**config.mk**
```make
export PLATFORM = sky130hd
export DESIGN_NAME = dmem_arbiter
export DESIGN_NICKNAME = d
export VERILOG_FILES = /design/src/rtl/dmem_arbiter.sv
export SDC_FILE = /design/constraint.sdc
export NUM_CORES = 1
export LEC_CHECK = 0
export BUFFER_PORTS_ARGS = -buffer_cell sky130_fd_sc_hd__buf_4
export CAP_MARGIN = 20
export CORE_AREA = 2 2 119 121
export CTS_BUF_LIST = sky130_fd_sc_hd__clkbuf_16
export DETAILED_ROUTE_END_ITERATION = 6
export DIE_AREA = 0 0 121 123
export SYNTH_ARGS = -nofsm -noshare
export SYNTH_HDL_FRONTEND = slang
export SYNTH_SLANG_ARGS = --single-unit
```
**constraint.sdc**
```tcl
create_clock -name clk -period 5.7 [get_ports clk]
set_input_delay 1.14 -clock clk [delete_from_list [all_inputs] [get_ports clk]]
set_output_delay 1.14 -clock clk [all_outputs]
set_load 0.01 [all_outputs]
```
**src/rtl/dmem_arbiter.sv**
```systemverilog
// Two-port round-robin arbiter for the shared single-ported data memory, with a
// bounded read-modify-write lock, write-alignment checking and registered responses.
module dmem_arbiter #(
  parameter int unsigned LOCK_MAX = 4
) (
  input  logic        clk,
  input  logic        rst_n,

  input  logic        m0_req,
  input  logic [1:0]  m0_we,
  input  logic [31:0] m0_addr,
  input  logic [31:0] m0_wd,
  input  logic        m0_lock,
  output logic        m0_gnt,
  output logic        m0_rvalid,
  output logic [31:0] m0_rdata,
  output logic        m0_rerr,

  input  logic        m1_req,
  input  logic [1:0]  m1_we,
  input  logic [31:0] m1_addr,
  input  logic [31:0] m1_wd,
  input  logic        m1_lock,
  output logic        m1_gnt,
  output logic        m1_rvalid,
  output logic [31:0] m1_rdata,
  output logic        m1_rerr,

  output logic [1:0]  mem_we,
  output logic [31:0] mem_a,
  output logic [31:0] mem_wd,
  input  logic [31:0] mem_rd
);

  localparam logic [3:0] LockMax = 4'(LOCK_MAX);

  localparam logic [1:0] WeRead = 2'b00;
  localparam logic [1:0] WeWord = 2'b01;
  localparam logic [1:0] WeHalf = 2'b10;

  // Arbitration and lock state
  logic       last_q, last_d;
  logic       owner_valid_q, owner_valid_d;
  logic       owner_q, owner_d;
  logic [3:0] lock_cnt_q, lock_cnt_d;

  // Per-port response registers
  logic        m0_rvalid_q, m1_rvalid_q;
  logic        m0_rerr_q, m1_rerr_q;
  logic [31:0] m0_rdata_q, m1_rdata_q;

  logic        owner_req, other_req, lock_hold;
  logic        gnt_any, gnt_sel;
  logic [1:0]  sel_we;
  logic [31:0] sel_addr, sel_wd;
  logic        sel_lock;
  logic        misaligned;
  logic [31:0] rsp_data;

  always_comb begin
    owner_req = owner_q ? m1_req : m0_req;
    other_req = owner_q ? m0_req : m1_req;
    lock_hold = owner_valid_q && owner_req && !((lock_cnt_q == LockMax) && other_req);

    gnt_any = 1'b0;
    gnt_sel = 1'b0;
    // Grants are suppressed while reset is held so every output reads zero.
    if (rst_n) begin
      if (lock_hold) begin
        gnt_any = 1'b1;
        gnt_sel = owner_q;
      end else if (m0_req && !m1_req) begin
        gnt_any = 1'b1;
        gnt_sel = 1'b0;
      end else if (m1_req && !m0_req) begin
        gnt_any = 1'b1;
        gnt_sel = 1'b1;
      end else if (m0_req && m1_req) begin
        gnt_any = 1'b1;
        gnt_sel = !last_q;
      end
    end
  end

  assign m0_gnt = gnt_any && !gnt_sel;
  assign m1_gnt = gnt_any && gnt_sel;

  always_comb begin
    sel_we   = gnt_sel ? m1_we   : m0_we;
    sel_addr = gnt_sel ? m1_addr : m0_addr;
    sel_wd   = gnt_sel ? m1_wd   : m0_wd;
    sel_lock = gnt_sel ? m1_lock : m0_lock;

    misaligned = ((sel_we == WeWord) && (sel_addr[1:0] != 2'b00)) ||
                 ((sel_we == WeHalf) && sel_addr[0]);
  end

  always_comb begin
    mem_we = WeRead;
    mem_a  = '0;
    mem_wd = '0;
    if (gnt_any) begin
      mem_a  = sel_addr;
      mem_wd = sel_wd;
      // A misaligned write still consumes the slot but never reaches memory.
      mem_we = misaligned ? WeRead : sel_we;
    end
  end

  assign rsp_data = (sel_we == WeRead) ? mem_rd : '0;

  always_comb begin
    last_d        = last_q;
    owner_valid_d = 1'b0;
    owner_d       = owner_q;
    lock_cnt_d    = '0;
    if (gnt_any) begin
      last_d = gnt_sel;
      if (sel_lock) begin
        owner_valid_d = 1'b1;
        owner_d       = gnt_sel;
        if (owner_valid_q && (owner_q == gnt_sel)) begin
          // Saturate so an uncontested lock cannot wrap past the release threshold.
          lock_cnt_d = (lock_cnt_q == LockMax) ? lock_cnt_q : lock_cnt_q + 4'd1;
        end else begin
          lock_cnt_d = 4'd1;
        end
      end
    end
  end

  always_ff @(posedge clk or negedge rst_n) begin
    if (!rst_n) begin
      last_q        <= 1'b1;
      owner_valid_q <= 1'b0;
      owner_q       <= 1'b0;
      lock_cnt_q    <= '0;
    end else begin
      last_q        <= last_d;
      owner_valid_q <= owner_valid_d;
      owner_q       <= owner_d;
      lock_cnt_q    <= lock_cnt_d;
    end
  end

  always_ff @(posedge clk or negedge rst_n) begin
    if (!rst_n) begin
      m0_rvalid_q <= 1'b0;
      m0_rerr_q   <= 1'b0;
      m0_rdata_q  <= '0;
      m1_rvalid_q <= 1'b0;
      m1_rerr_q   <= 1'b0;
      m1_rdata_q  <= '0;
    end else begin
      m0_rvalid_q <= m0_gnt;
      m0_rerr_q   <= m0_gnt && misaligned;
      m1_rvalid_q <= m1_gnt;
      m1_rerr_q   <= m1_gnt && misaligned;
      if (m0_gnt) begin
        m0_rdata_q <= rsp_data;
      end
      if (m1_gnt) begin
        m1_rdata_q <= rsp_data;
      end
    end
  end

  assign m0_rvalid = m0_rvalid_q;
  assign m0_rerr   = m0_rerr_q;
  assign m0_rdata  = m0_rdata_q;
  assign m1_rvalid = m1_rvalid_q;
  assign m1_rerr   = m1_rerr_q;
  assign m1_rdata  = m1_rdata_q;

endmodule

```
# After elaboration in Yosys (flattened, before gate mapping)
# Cells that the tools add are included.
# W data, S select, Z words.
dict set report word_totals {
  reg_bits 75
  inputBits 170
  out_inout_bits 136
  word_cells 65
}
dict set report op_classes {
  add_sub_neg 1
  eq_ne 5
  n_mux 27
  n_reduce_logical 22
}
# op n
set op_table {}
lappend op_table {{$mux W32} 5}
lappend op_table {{$mux W4} 4}
lappend op_table {{$mux W1} 15}
lappend op_table {{$logic_and A1 B1 Y1} 13}
lappend op_table {{$mux W2} 3}
lappend op_table {{$logic_not A1 Y1} 5}
lappend op_table {{$add A4 B1 Y4 const B} 1}
lappend op_table {{$eq A4 B3 Y1 const B} 1}
lappend op_table {{$ne A4 B4 Y1 const B} 1}
lappend op_table {{$eq A2 B1 Y1 const B} 1}
lappend op_table {{$eq A2 B2 Y1 const B} 1}
lappend op_table {{$logic_not A2 Y1} 1}
lappend op_table {{$reduce_and A2 Y1} 1}
lappend op_table {{$reduce_bool A2 Y1} 1}
lappend op_table {{$eq A1 B1 Y1} 1}
lappend op_table {{$logic_or A1 B1 Y1} 1}

# Logic depth before layout (Yosys ltp)
# Gate-level depths: netlist (run 1).
dict set report logic_depth {
  ltp_word 12
  depth_mapped 9
  depth_no_buf 7
}

# Least setup slack after synthesis (run 1)
# Ideal clock, no wire load.
dict set report synth_path {
  path_type {input-to-output}
  start {in m0_req}
  end {out mem_a[10]}
  arrival_time_ps 2470
  t_required_ps 4560
  setup_slack_ps 2090
  stages 7
  n_path_buf 2
  path_cell_list {mux2_4 > o211a_4 > mux2_4 > inv_2 > buf_6 > buf_6 > a22o_1}
}
dict set report synth_via {
  elab_chain_len 8
  elab_cells_between_ends 22
  cone_classes {14 x mux; 8 x reduce/logical}
}
# item line_no
set synth_rtl {}
lappend synth_rtl {{from (decl)} 9} ;# input logic m0_req,
lappend synth_rtl {{$logic_and A1 B1 Y1 (tied with other cells)} 78} ;# end else if (m0_req && m1_req) begin
lappend synth_rtl {{$mux W1 (tied with other cells)} 78}
lappend synth_rtl {{$mux W1 or $logic_not A1 Y1 (tied branches)} {75, 63}}
lappend synth_rtl {{$mux W1 or $logic_and A1 B1 Y1 (tied branches)} {72, 63}}
lappend synth_rtl {{$mux W1} 69} ;# if (lock_hold) begin
lappend synth_rtl {{$mux W1} 68} ;# if (rst_n) begin
lappend synth_rtl {{$mux W32} 90} ;# sel_addr = gnt_sel ? m1_addr : m0_addr;
lappend synth_rtl {{$mux W32 *} 102} ;# if (gnt_any) begin
lappend synth_rtl {{to (decl)} 30} ;# output logic [31:0] mem_a,
# Every way passes the cells marked *; elsewhere a longest branch is shown, timed or not.

# Worst setup path after layout (run 1)
dict set report layout_path {
  start {in rst_n}
  end {out mem_a[24]}
}
dict set report layout_via {
  elab_chain_len 3
  elab_cells_between_ends 4
  cone_classes {4 x mux}
}
# item line_no
set layout_rtl {}
lappend layout_rtl {{from (decl)} 7} ;# input logic rst_n,
lappend layout_rtl {{$mux W1} 68}
lappend layout_rtl {{$mux W32} 90}
lappend layout_rtl {{$mux W32 *} 102}
# Marks and branches as above.

==> results.md, run 1 <==
* First-pass GRT wire length at 25.7 mm
* Critical path fanouts, max at 70
* Placed Area at 6630 um2
* Avg Inst Size Synth at slightly below 10 um2
* Hold-fix buffers at CTS at 0
* Vias in the first global route at ~4300
* Post-layout util at approximately half
* Area of the die at about 15000 um2
* XOR/XNOR Fraction of Synth Area at less than 1%
* Routed vias/inst at between 4 and 5
* Layout Nets at a little under 900
* Starting Density at 31.1%
* Pre-antenna DRT Iters at 5
* Netlist cell types at 35
* Lkg Pwr at roughly 3.6 nW
* Layout Cells excl Fill at just over 900
* Final period util at 73.7%
* VDD IR max at 0.000161 V
* Req. time, crit path at 4.56 ns
* Syn Inst Count at around 430
* P&R area growth vs syn at 63.9%
* HPWL after detailed placement at between 10 and 15 mm
* Maxcap violations at 0
* Placed cells at approximately 890
* Final wirelength at 17.9 mm
* Layout cells sized above 1 at 46.0%
* GPL Wtd Cong at between 1 and 1.5
* Synth Area in Adders at less than 1%
* Mapped Area at 4240 um2
* Postcts setup bufs at 0
* CTS tree: built
* Fin crit period at around 4.2 ns
* Worst setup EP type: primary output
* Root buffer cell: clkbuf_16
* GRT overflow at 0
* Cell taking the most area after synthesis: dfrtp_1
* Reg clk slew, reported paths at 0.05 ns
* Pin count of the biggest net entering global routing at 71
* Worst Tran Pin Value at between 0.7 and 0.8 ns
* Power Density at roughly 270 nW/um2
* Drt wl/cell at 19.7 um
* Mux cell area share after synthesis at about 17%
* Hold depth at 2
* Top post-synthesis cells by area: dfrtp_1 44%, mux2i_1 16%, a22o_1 13%
* Initial antenna violation count at 0
* Core area at approximately 14000 um2
* Fmax at roughly 0.24 GHz
* Syn Nets at 599
* WS Path Type: in2out
* Boundary Pins at approximately 310
* Synth Area in Compound Gates at between 10% and 20%
* Htree depth at 3
* Max clock buf depth at 2
* Via count at roughly 4300
* Synthesis warning total at 0
* Worst-Skew Late Latency at between 0.3 and 0.4 ns
* Final antenna-violating net count at 0
* Setup Skew at 0.00704 ns
* Unrepaired setup endpoints after global routing: no
* Largest family of logic cells by synthesized area: multiplexers
* IO Port Bufs at 305
* Placement Rows at 43
* DR DRC count at 0
* Worst Hold Class: reg2reg
* Status: finished clean
* Endpoints failing setup at 0
* Fillers at 1294
* R2R cell count at 8
* # clock sinks at between 70 and 80
* Sequential share of the synthesized area at 44.3%
* Critical Path AT at about 3 ns
* Setup TNS at 0 ns
* DIE WIDTH at approximately 120 um
* Final max-slew violation count at 0
* Max_slew headroom at between 50% and 60%
* First-iteration detailed-routing DRC count at 269
* GRT Overall Usage at 23.0%
* CTS resizes at 0
* Startpoint Class: input pin
* Post-synth top area share at between 40% and 50%
* Post-Synth Simple-Gate Area at about a tenth
* CTS buffer count at 9
* Fin area at 6940 um2
* Register bit total from synthesis at 75
* Total Power at between 1.5 and 2 mW
* Final hold violations at 0
* DIE HEIGHT at roughly 120 um
worst max-delay path, stage by stage:
cell and delay [ns]:
buf_4 0.31, o21a_1 0.31, nand2_1 0.13, mux2i_4 0.21, buf_12 0.33, a22o_1 0.33, buf_4 0.17
metrics by stage:
step	setup slack, ns	hold slack (ns)
6_report	1.50	0.519
4_1_cts	1.55	0.523
3_3_place_gp	1.57	0.506
2_1_floorplan	2.09	0.493
3_5_place_dp	1.57	0.510
5_1_grt	1.42	0.542
synth_stat cells:
| cell | n |
|---|---|
| a211oi_1 | 3 |
| a21oi_1 | 4 |
| a22o_1 | 63 |
| a2bb2oi_1 | 1 |
| a32o_1 | 1 |
| a41o_1 | 1 |
| and3b_1 | 2 |
| and4_1 | 1 |
| buf_12 | 3 |
| buf_2 | 6 |
| buf_6 | 6 |
| clkbuf_1 | 12 |
| dfrtp_1 | 74 |
| dfstp_2 | 1 |
| ha_1 | 2 |
| inv_1 | 71 |
| inv_2 | 1 |
| mux2_4 | 2 |
| mux2i_1 | 68 |
| mux2i_4 | 1 |
| nand2_1 | 75 |
| nand2b_1 | 1 |
| nand3_1 | 6 |
| nand3b_4 | 1 |
| nor2_1 | 6 |
| nor2b_1 | 1 |
| nor3_1 | 1 |
| o2111a_1 | 1 |
| o2111ai_1 | 1 |
| o211a_4 | 1 |
| o211ai_1 | 2 |
| o21a_1 | 1 |
| o21ai_0 | 4 |
| xnor2_1 | 1 |
| xor2_1 | 2 |
path summary, 6_finish.rpt:
check                                   start      endpoint  slack (ns)
worst max-delay path                    rst_n     mem_a[24]        1.50
worst min-delay path             m1_rdata[28]  m1_rdata[28]        0.52
worst max register to register  lock_cnt_q[0]  m1_rdata[26]        3.30
worst min register to register   m1_rdata[28]  m1_rdata[28]        0.52
max in group asynchronous               rst_n  m0_rdata[28]        3.93
min in group asynchronous               rst_n  m1_rdata[24]        0.72
sequential cells by signal, indices dropped and copies added (netlist names):
signal         flops
last_q             1
lock_cnt_q         4
m0_rdata          32
m0_rerr            1
m0_rvalid          1
m1_rdata          32
m1_rerr            1
m1_rvalid          1
owner_q            1
owner_valid_q      1
area by class of cell:
| type | instances | area (um2) | share of cell area (%) |
|---|---|---|---|
| sequential | 75 | 1880 | 27.0 |
| clock buffer | 9 | 225 | 3.24 |
| multi-input combinational | 253 | 1890 | 27.2 |
| antenna | 1 | 2.50 | 0.0360 |
| inverter | 72 | 272 | 3.91 |
| clock inverter | 7 | 82.6 | 1.19 |
| timing repair buffer | 312 | 2370 | 34.1 |
| tap | 180 | 225 | 3.24 |
power by group:
| group | total (mW) | internal, mW | switching [mW] |
|---|---|---|---|
| clock | 0.591 | 0.378 | 0.213 |
| sequential | 0.664 | 0.614 | 0.0503 |
| combinational | 0.654 | 0.341 | 0.313 |
| total | 1.91 | 1.33 | 0.577 |
routing by layer:
layer | GRT usage (%) | part of all wire, % | up-vias
met1 | 28.5 | 39 | 2112
li1 | - | - | 2034
met2 | 38.9 | 50 | 178
met4 | 7.19 | 2.3 | 0
met5 | 0 | 0 | -
met3 | 6.69 | 8.7 | 24
cells by family (layout without fill, tap and decap cells):
group / count (synthesis) / count (layout)
buffers and inverters: 99 / 400
AND/OR/NAND/NOR: 94 / 94
AO/OA/AOI/OAI: 83 / 83
flip-flops: 75 / 75
multiplexers: 71 / 71
XOR/XNOR: 3 / 3
adder cells (fa/ha/maj): 2 / 2
other: 0 / 1
cell usage in the layout, fill, tap and decap left out, types with 2 or more instances in the layout:
cell type and instances:
a211oi_1 3, a21oi_1 4, a22o_1 63, and3b_1 2
buf_12 2, buf_4 310, bufinv_16 2, clkbuf_16 9
clkinv_1 2, clkinv_2 4, dfrtp_1 74, ha_1 2
inv_1 71, mux2_4 2, mux2i_1 68, nand2_1 75
nand3_1 6, nor2_1 4, nor2_2 2, o211ai_1 2
o21ai_0 4, xor2_1 2
Power figures use the tool's default switching activity.
==> run 2, diff against run 1 <==
--- a/config.mk
+++ b/config.mk
@@ -7,10 +7,11 @@
 export LEC_CHECK = 0
 export BUFFER_PORTS_ARGS = -buffer_cell sky130_fd_sc_hd__buf_4
 export CAP_MARGIN = 20
-export CORE_AREA = 2 2 119 121
+export CORE_AREA = 2 2 120 122
 export CTS_BUF_LIST = sky130_fd_sc_hd__clkbuf_16
 export DETAILED_ROUTE_END_ITERATION = 6
-export DIE_AREA = 0 0 121 123
+export DIE_AREA = 0 0 122 124
+export PLACE_DENSITY = 0.66
 export SYNTH_ARGS = -nofsm -noshare
 export SYNTH_HDL_FRONTEND = slang
 export SYNTH_SLANG_ARGS = --single-unit
==> constraint.sdc (replaced) <==
create_clock -name clk -period 3.8 [get_ports clk]
set_input_delay 0.76 -clock clk [delete_from_list [all_inputs] [get_ports clk]]
set_output_delay 0.76 -clock clk [all_outputs]
set_load 0.01 [all_outputs]
==> run 2 against run 1 <==
Net effect:
- worst hold slack got worse by 0.26 ns
- sequential share of layout area down 0.17 points
- global-route usage down 1.7 points
- first-iteration DRC count fell by 8.2%
- critical path depth grew 2
- clock power rose by 63%
==> results.md, run 2 (synthesis gave the netlist of run 1 again) <==
* Worst Tran Pin Value at 0.939 ns (+0.219 ns)
* HPWL after detailed placement at 13.1 mm (-4.5%)
* Hold-fix buffers at CTS at 0 (unchanged)
* Layout Nets at 896 (+0.11%)
* Maxcap violations at 0 (unchanged)
* Vias in the first global route at 4525 (+4.4%)
* Multi-input logic area at 1890 um2 (unchanged)
* Placement Rows at 43 (unchanged)
* Worst-Skew Late Latency at 0.33 ns (about the same)
* Postcts setup bufs at 0 (unchanged)
* Pre-antenna DRT Iters at 6 (+1)
* Fmax at around 0.29 GHz
* P&R area growth vs syn at 64.9%
* Lkg Pwr at 3.61 nW (+0.48%)
* R2r endpoint: m1_rdata[27]
* Worst Hold Class: in2async
* Htree depth at 3 (unchanged)
* Layout cells sized above 1 at 46.2% (+0.14 points)
* Drt wl/cell at 18.8 um (-4.3%)
* Core area at 13700 um2 (+0.79%)
* First-pass GRT wire length at 24.7 mm (-4.1%)
* Max clock buf depth at 2 (unchanged)
* Worst setup endpoint: m1_gnt
* Flop2flop setup slack at 1.29 ns (-2.01 ns)
* Most common cell after layout, fill and taps aside: buf_4
* Unrepaired setup endpoints after global routing: no
* DR DRC count at 0 (unchanged)
* Starting Density at 30.9% (-0.24 points)
* Area of the die at 15100 um2 (+1.6%)
* Via count at 4395 (+1.1%)
* Worst path bufs/invs at 5 (+2)
* Status: finished clean
* CP cell instances: inv_1, ha_1, nand3b_4, o211a_4, mux2_4, clkinv_2, buf_4, buf_4, buf_4
* First-iteration detailed-routing DRC count at 247 (-8.2%)
* Final hold violations at 0 (unchanged)
* Setup Skew at 0.00875 ns (+0.00171 ns)
* Endpoints failing setup at 0 (unchanged)
* GRT Overall Usage at 21.3% (-1.7 points)
* Final max-slew violation count at 0 (unchanged)
* DIE WIDTH at 122 um (+0.83%)
* GRT overflow at 0 (unchanged)
* Most frequent cells in the layout: 310 x buf_4, 75 x nand2_1, 74 x dfrtp_1
* Final wirelength at 17.1 mm (-4.3%)
* Critical path fanouts, max at 32 (-54%)
* Req. time, crit path at 3.04 ns (-1.52 ns)
* Routed vias/inst at 4.83 (+1.1%)
* Final antenna-violating net count at 0 (unchanged)
* Fillers at 1287 (-0.54%)
* Startpoint Class: flop
* Fin crit period at 3.46 ns
* Register area at 1880 um2 (unchanged)
* Power Density at 420 nW/um2 (+53%)
* GPL Wtd Cong at 0.872 (-14%)
* Worst path depth at 9 (+2)
* WS Path Type: reg2out
* Delay-heaviest family, CP: buffers and inverters
* CTS tree: built
* VDD IR max at 0.000239 V (+48%)
* Slowest CP cell: dfrtp_1
* Worst setup EP type: primary output
* Boundary Pins at 306 (unchanged)
* IO Port Bufs at 305 (unchanged)
* Final period util at between 90% and 100%
* Initial antenna violation count at 2 (+2)
* Reg clk slew, reported paths at 0.06 ns (about the same)
* # clock sinks at 75 (unchanged)
* Slowest stage delay, CP at 0.39 ns (+0.06 ns)
* Crit path top cell by count: buf_4
* Critical Path AT at 2.70 ns (-0.36 ns)
* Worst R2R Start: lock_cnt_q[0]
* Pin count of the biggest net entering global routing at 74 (+4.2%)
* Max_slew headroom at 37.4% (-15 points)
* Root buffer cell: clkbuf_16
* Total Power at 2.93 mW (+54%)
* DIE HEIGHT at 124 um (+0.81%)
* CTS resizes at 0 (unchanged)
* CTS buffer count at 9 (unchanged)
* Setup TNS at 0 ns (unchanged)
* R2R cell count at 9 (+1)
* Crit path launch: lock_cnt_q[0]
-- run 2: cell types whose count changed in the layout (fill, tap and decap cells not counted) --
cell / before / now
clkinv_2: 4 / 2
clkinvlp_4: 0 / 1
inv_1: 71 / 72
buf_12: 2 / 3
bufinv_16: 2 / 3
clkinv_1: 2 / 0
-- run 2: worst register-to-register path, cell delays in order (launching register included) --
cell	delay, ns
dfrtp_1	0.39
inv_1	0.10
ha_1	0.24
nand3b_4	0.13
o211a_4	0.30
mux2_4	0.36
clkinv_2	0.08
buf_4	0.30
buf_4	0.30
mux2i_1	0.21
-- run 2: area by class of cell --
| type | instances | share of cell area, % |
|---|---|---|
| sequential | 75 | 26.9 |
| multi-input combinational | 253 | 27.1 |
| tap | 180 | 3.22 |
| antenna | 1 | 0.0358 |
| timing repair buffer | 313 | 34.2 |
| inverter | 72 | 3.89 |
| clock inverter | 6 | 1.52 |
| clock buffer | 9 | 3.22 |
-- run 2: metrics by stage --
stage          instances  setup WS, ns  area [um2]  util, %  hold WS [ns]
6_report             909         0.339        6990     50.9         0.257
3_3_place_gp         893         0.530        6650     48.5         0.506
4_1_cts              908         0.334        6980     50.9         0.251
3_5_place_dp         893         0.486        6650     48.5         0.510
2_1_floorplan        427         0.950        4240        -         0.464
5_1_grt              909         0.202        6990     50.9         0.254
-- run 2: how the worst min path moves through the flow --
stage / slack, ns / endpoint / cells past startpoint / startpoint
CTS: 0.25 / m1_rerr / 1 / rst_n
floorplan: 0.46 / lock_cnt_q[0] / 0 / rst_n
global route: 0.25 / m1_rerr / 1 / rst_n
detailed placement: 0.51 / m0_rdata[20] / 2 / m0_rdata[20]
finish: 0.26 / m1_rerr / 1 / rst_n
global placement: 0.51 / m1_rdata[22] / 2 / m1_rdata[22]
-- run 2: report_power, final --
part,internal [mW],switching [mW]
combinational,0.515,0.459
clock,0.634,0.327
sequential,0.920,0.0766
total,2.07,0.862
-- run 2: routing by layer --
metal	track usage [%]	routed length, um	vias up
met5	0	13	-
met4	7.40	377	2
met3	6.91	1510	27
met2	36.8	8460	189
met1	24.9	6740	2138
li1	-	-	2039
==> run 3, diff against run 2 <==
--- a/config.mk
+++ b/config.mk
@@ -11,7 +11,7 @@
 export CTS_BUF_LIST = sky130_fd_sc_hd__clkbuf_16
 export DETAILED_ROUTE_END_ITERATION = 6
 export DIE_AREA = 0 0 122 124
-export PLACE_DENSITY = 0.66
+export PLACE_DENSITY_LB_ADDON = 0.08
 export SYNTH_ARGS = -nofsm -noshare
 export SYNTH_HDL_FRONTEND = slang
 export SYNTH_SLANG_ARGS = --single-unit
==> run 3 against run 2 <==
Net effect:
- worst hold slack improved by 0.0074 ns
- flip-flop and latch count did not move
- sequential power about the same
- via count is 0.18% lower
- utilization is 0.54 points lower
- clock power fell by 19%
- cell count up 0.11%
- largest power group unchanged
==> results.md, run 3 (synthesis gave the netlist of run 1 again) <==
* Via count at 4387 (-0.18%)
* DIE WIDTH at 122 um (unchanged)
* Fillers at 1325 (+3.0%)
* Internal at 1.87 mW (-9.5%)
* Fin crit period at 3.41 ns (-0.0500 ns)
* Setup TNS at 0 ns (unchanged)
* CTS tree: built
* Worst Hold Class: in2async
* VDD IR max at 0.000186 V (-22%)
* Status: finished clean
* Slowest stage delay, CP at 0.39 ns (about the same)
* Endpoints failing setup at 0 (unchanged)
* Most common cell after layout, fill and taps aside: buf_4
* CTS buffer count at 9 (unchanged)
* Startpoint Class: flop
* Starting Density at 30.9% (unchanged)
* Final hold violations at 0 (unchanged)
* Final period util at 89.8% (-1.3 points)
* GPL Wtd Cong at 0.905 (+3.7%)
* Req. time, crit path at 3.04 ns (about the same)
* Routed vias/inst at 4.82 (-0.29%)
* IO Port Bufs at 305 (unchanged)
* Reg clk slew, reported paths at 0.06 ns (about the same)
* Drt wl/cell at 19.6 um (+3.9%)
* DIE HEIGHT at 124 um (unchanged)
* Switching power at 0.873 mW (+1.2%)
* Max_slew headroom at 38.6% (+1.2 points)
* GRT Overall Usage at 22.4% (+1.1 points)
* Clk network pwr share at 28.2% (-4.6 points)
* Placement Rows at 43 (unchanged)
* WS Path Type: reg2out
* Placed Area at 6640 um2 (-0.19%)
* Worst Tran Pin Value at 0.921 ns (-0.0184 ns)
* Boundary Pins at 306 (unchanged)
* Worst setup EP type: primary output
* Critical path fanouts, max at 48 (+50%)
* Pin count of the biggest net entering global routing at 78 (+5.4%)
* Htree depth at 3 (unchanged)
* Root buffer cell: clkbuf_16
* Unrepaired setup endpoints after global routing: no
* Initial antenna violation count at 0 (-2)
* Multi-input logic area at 1890 um2 (unchanged)
* Fmax at 0.293 GHz (+1.5%)
* Sw Ratio at 31.8% (+2.4 points)
* Vias in the first global route at 4347 (-3.9%)
* Area of the die at 15100 um2 (unchanged)
* CP cell instances: inv_1, ha_1, nand3b_4, o211a_4, mux2_4, clkinv_2, buf_12, a22o_1, buf_4
* Post-layout util at 50.4% (-0.54 points)
* # clock sinks at 75 (unchanged)
* Hold-fix buffers at CTS at 0 (unchanged)
* Setup Skew at 0.00843 ns (-0.000318 ns)
* Gate power share at 35.5% (+2.3 points)
* R2R cell count at 9 (unchanged)
* Total Power at 2.74 mW (-6.4%)
* Register area at 1880 um2 (unchanged)
* Maxcap violations at 0 (unchanged)
* DR DRC count at 0 (unchanged)
* CTS resizes at 0 (unchanged)
* Final wirelength at 17.8 mm (+4.0%)
* P&R area growth vs syn at 63.2%
* Final max-slew violation count at 0 (unchanged)
* Postcts setup bufs at 0 (unchanged)
* First-pass GRT wire length at 25.3 mm (+2.7%)
* Layout Nets at 896 (unchanged)
* Worst-Skew Late Latency at 0.33 ns (about the same)
* Critical Path AT at 2.65 ns (-0.05 ns)
* Core area at 13700 um2 (unchanged)
* Slowest CP cell: dfrtp_1
* Power Density at 397 nW/um2 (-5.4%)
* GRT overflow at 0 (unchanged)
* Lkg Pwr at 3.58 nW (-0.98%)
* Most frequent cells in the layout: 311 x buf_4, 75 x nand2_1, 74 x dfrtp_1
* Pre-antenna DRT Iters at 4 (-2)
* Layout cells sized above 1 at 46.1% (-0.063 points)
* HPWL after detailed placement at 13.7 mm (+4.9%)
* Fin area at 6910 um2 (-1.1%)
* Power share of the sequential group at 36.2% (+2.2 points)
* Max clock buf depth at 2 (unchanged)
* First-iteration detailed-routing DRC count at 241 (-2.4%)
* Final antenna-violating net count at 0 (unchanged)
-- run 3: layout make-up --
class	instances	area share [%]
diodes	1	0.0362
clock buffers	9	3.26
clock inverters	7	0.652
inverters	72	3.93
multi-input cells	253	27.3
flip-flops and latches	75	27.2
well taps	180	3.26
repair buffers	313	34.4
-- run 3: worst paths after layout --
check                                    from           end  slack (ns)
max in group asynchronous               rst_n  m0_rdata[30]        2.39
worst max register to register  lock_cnt_q[0]  m1_rdata[29]        1.11
worst min register to register    m1_rdata[5]   m1_rdata[5]        0.52
worst max-delay path            lock_cnt_q[0]     mem_a[23]        0.39
min in group clk                  m1_rdata[5]   m1_rdata[5]        0.52
worst min-delay path                    rst_n       owner_q        0.26
-- run 3: power by group through the flow --
stage          Clock, mW  Sequential, mW  Combinational [mW]
2_1_floorplan          0            1.05               0.387
3_3_place_gp           0            1.00               0.976
3_5_place_dp           0            1.01               0.987
4_1_cts            0.803           0.996               0.990
5_1_grt            0.832            1.01                1.05
6_report           0.775           0.995               0.975
-- run 3: critical path: cells and delay by family, from the launching register on --
family	cells	cell delay (ns)
DFF	1	0.39
and+or+nand+nor	1	0.14
buffers and inverters	4	0.59
muxes	1	0.36
AOI/OAI and AO/OA	2	0.56
adders and majority gates	1	0.25
-- run 3: per-stage QoR --
stage,setup slack [ns],hold slack [ns],cells
3_3_place_gp,0.588,0.506,893
5_1_grt,0.274,0.265,909
6_report,0.389,0.264,910
2_1_floorplan,0.950,0.464,427
4_1_cts,0.379,0.253,909
3_5_place_dp,0.566,0.510,893
-- run 3: per-layer routing --
metal	wire, um	track usage, %	vias up
li1	-	-	2038
met1	7290	27.9	2135
met2	8840	38.7	195
met3	1380	5.45	19
met4	293	6.68	0
met5	0	0	-
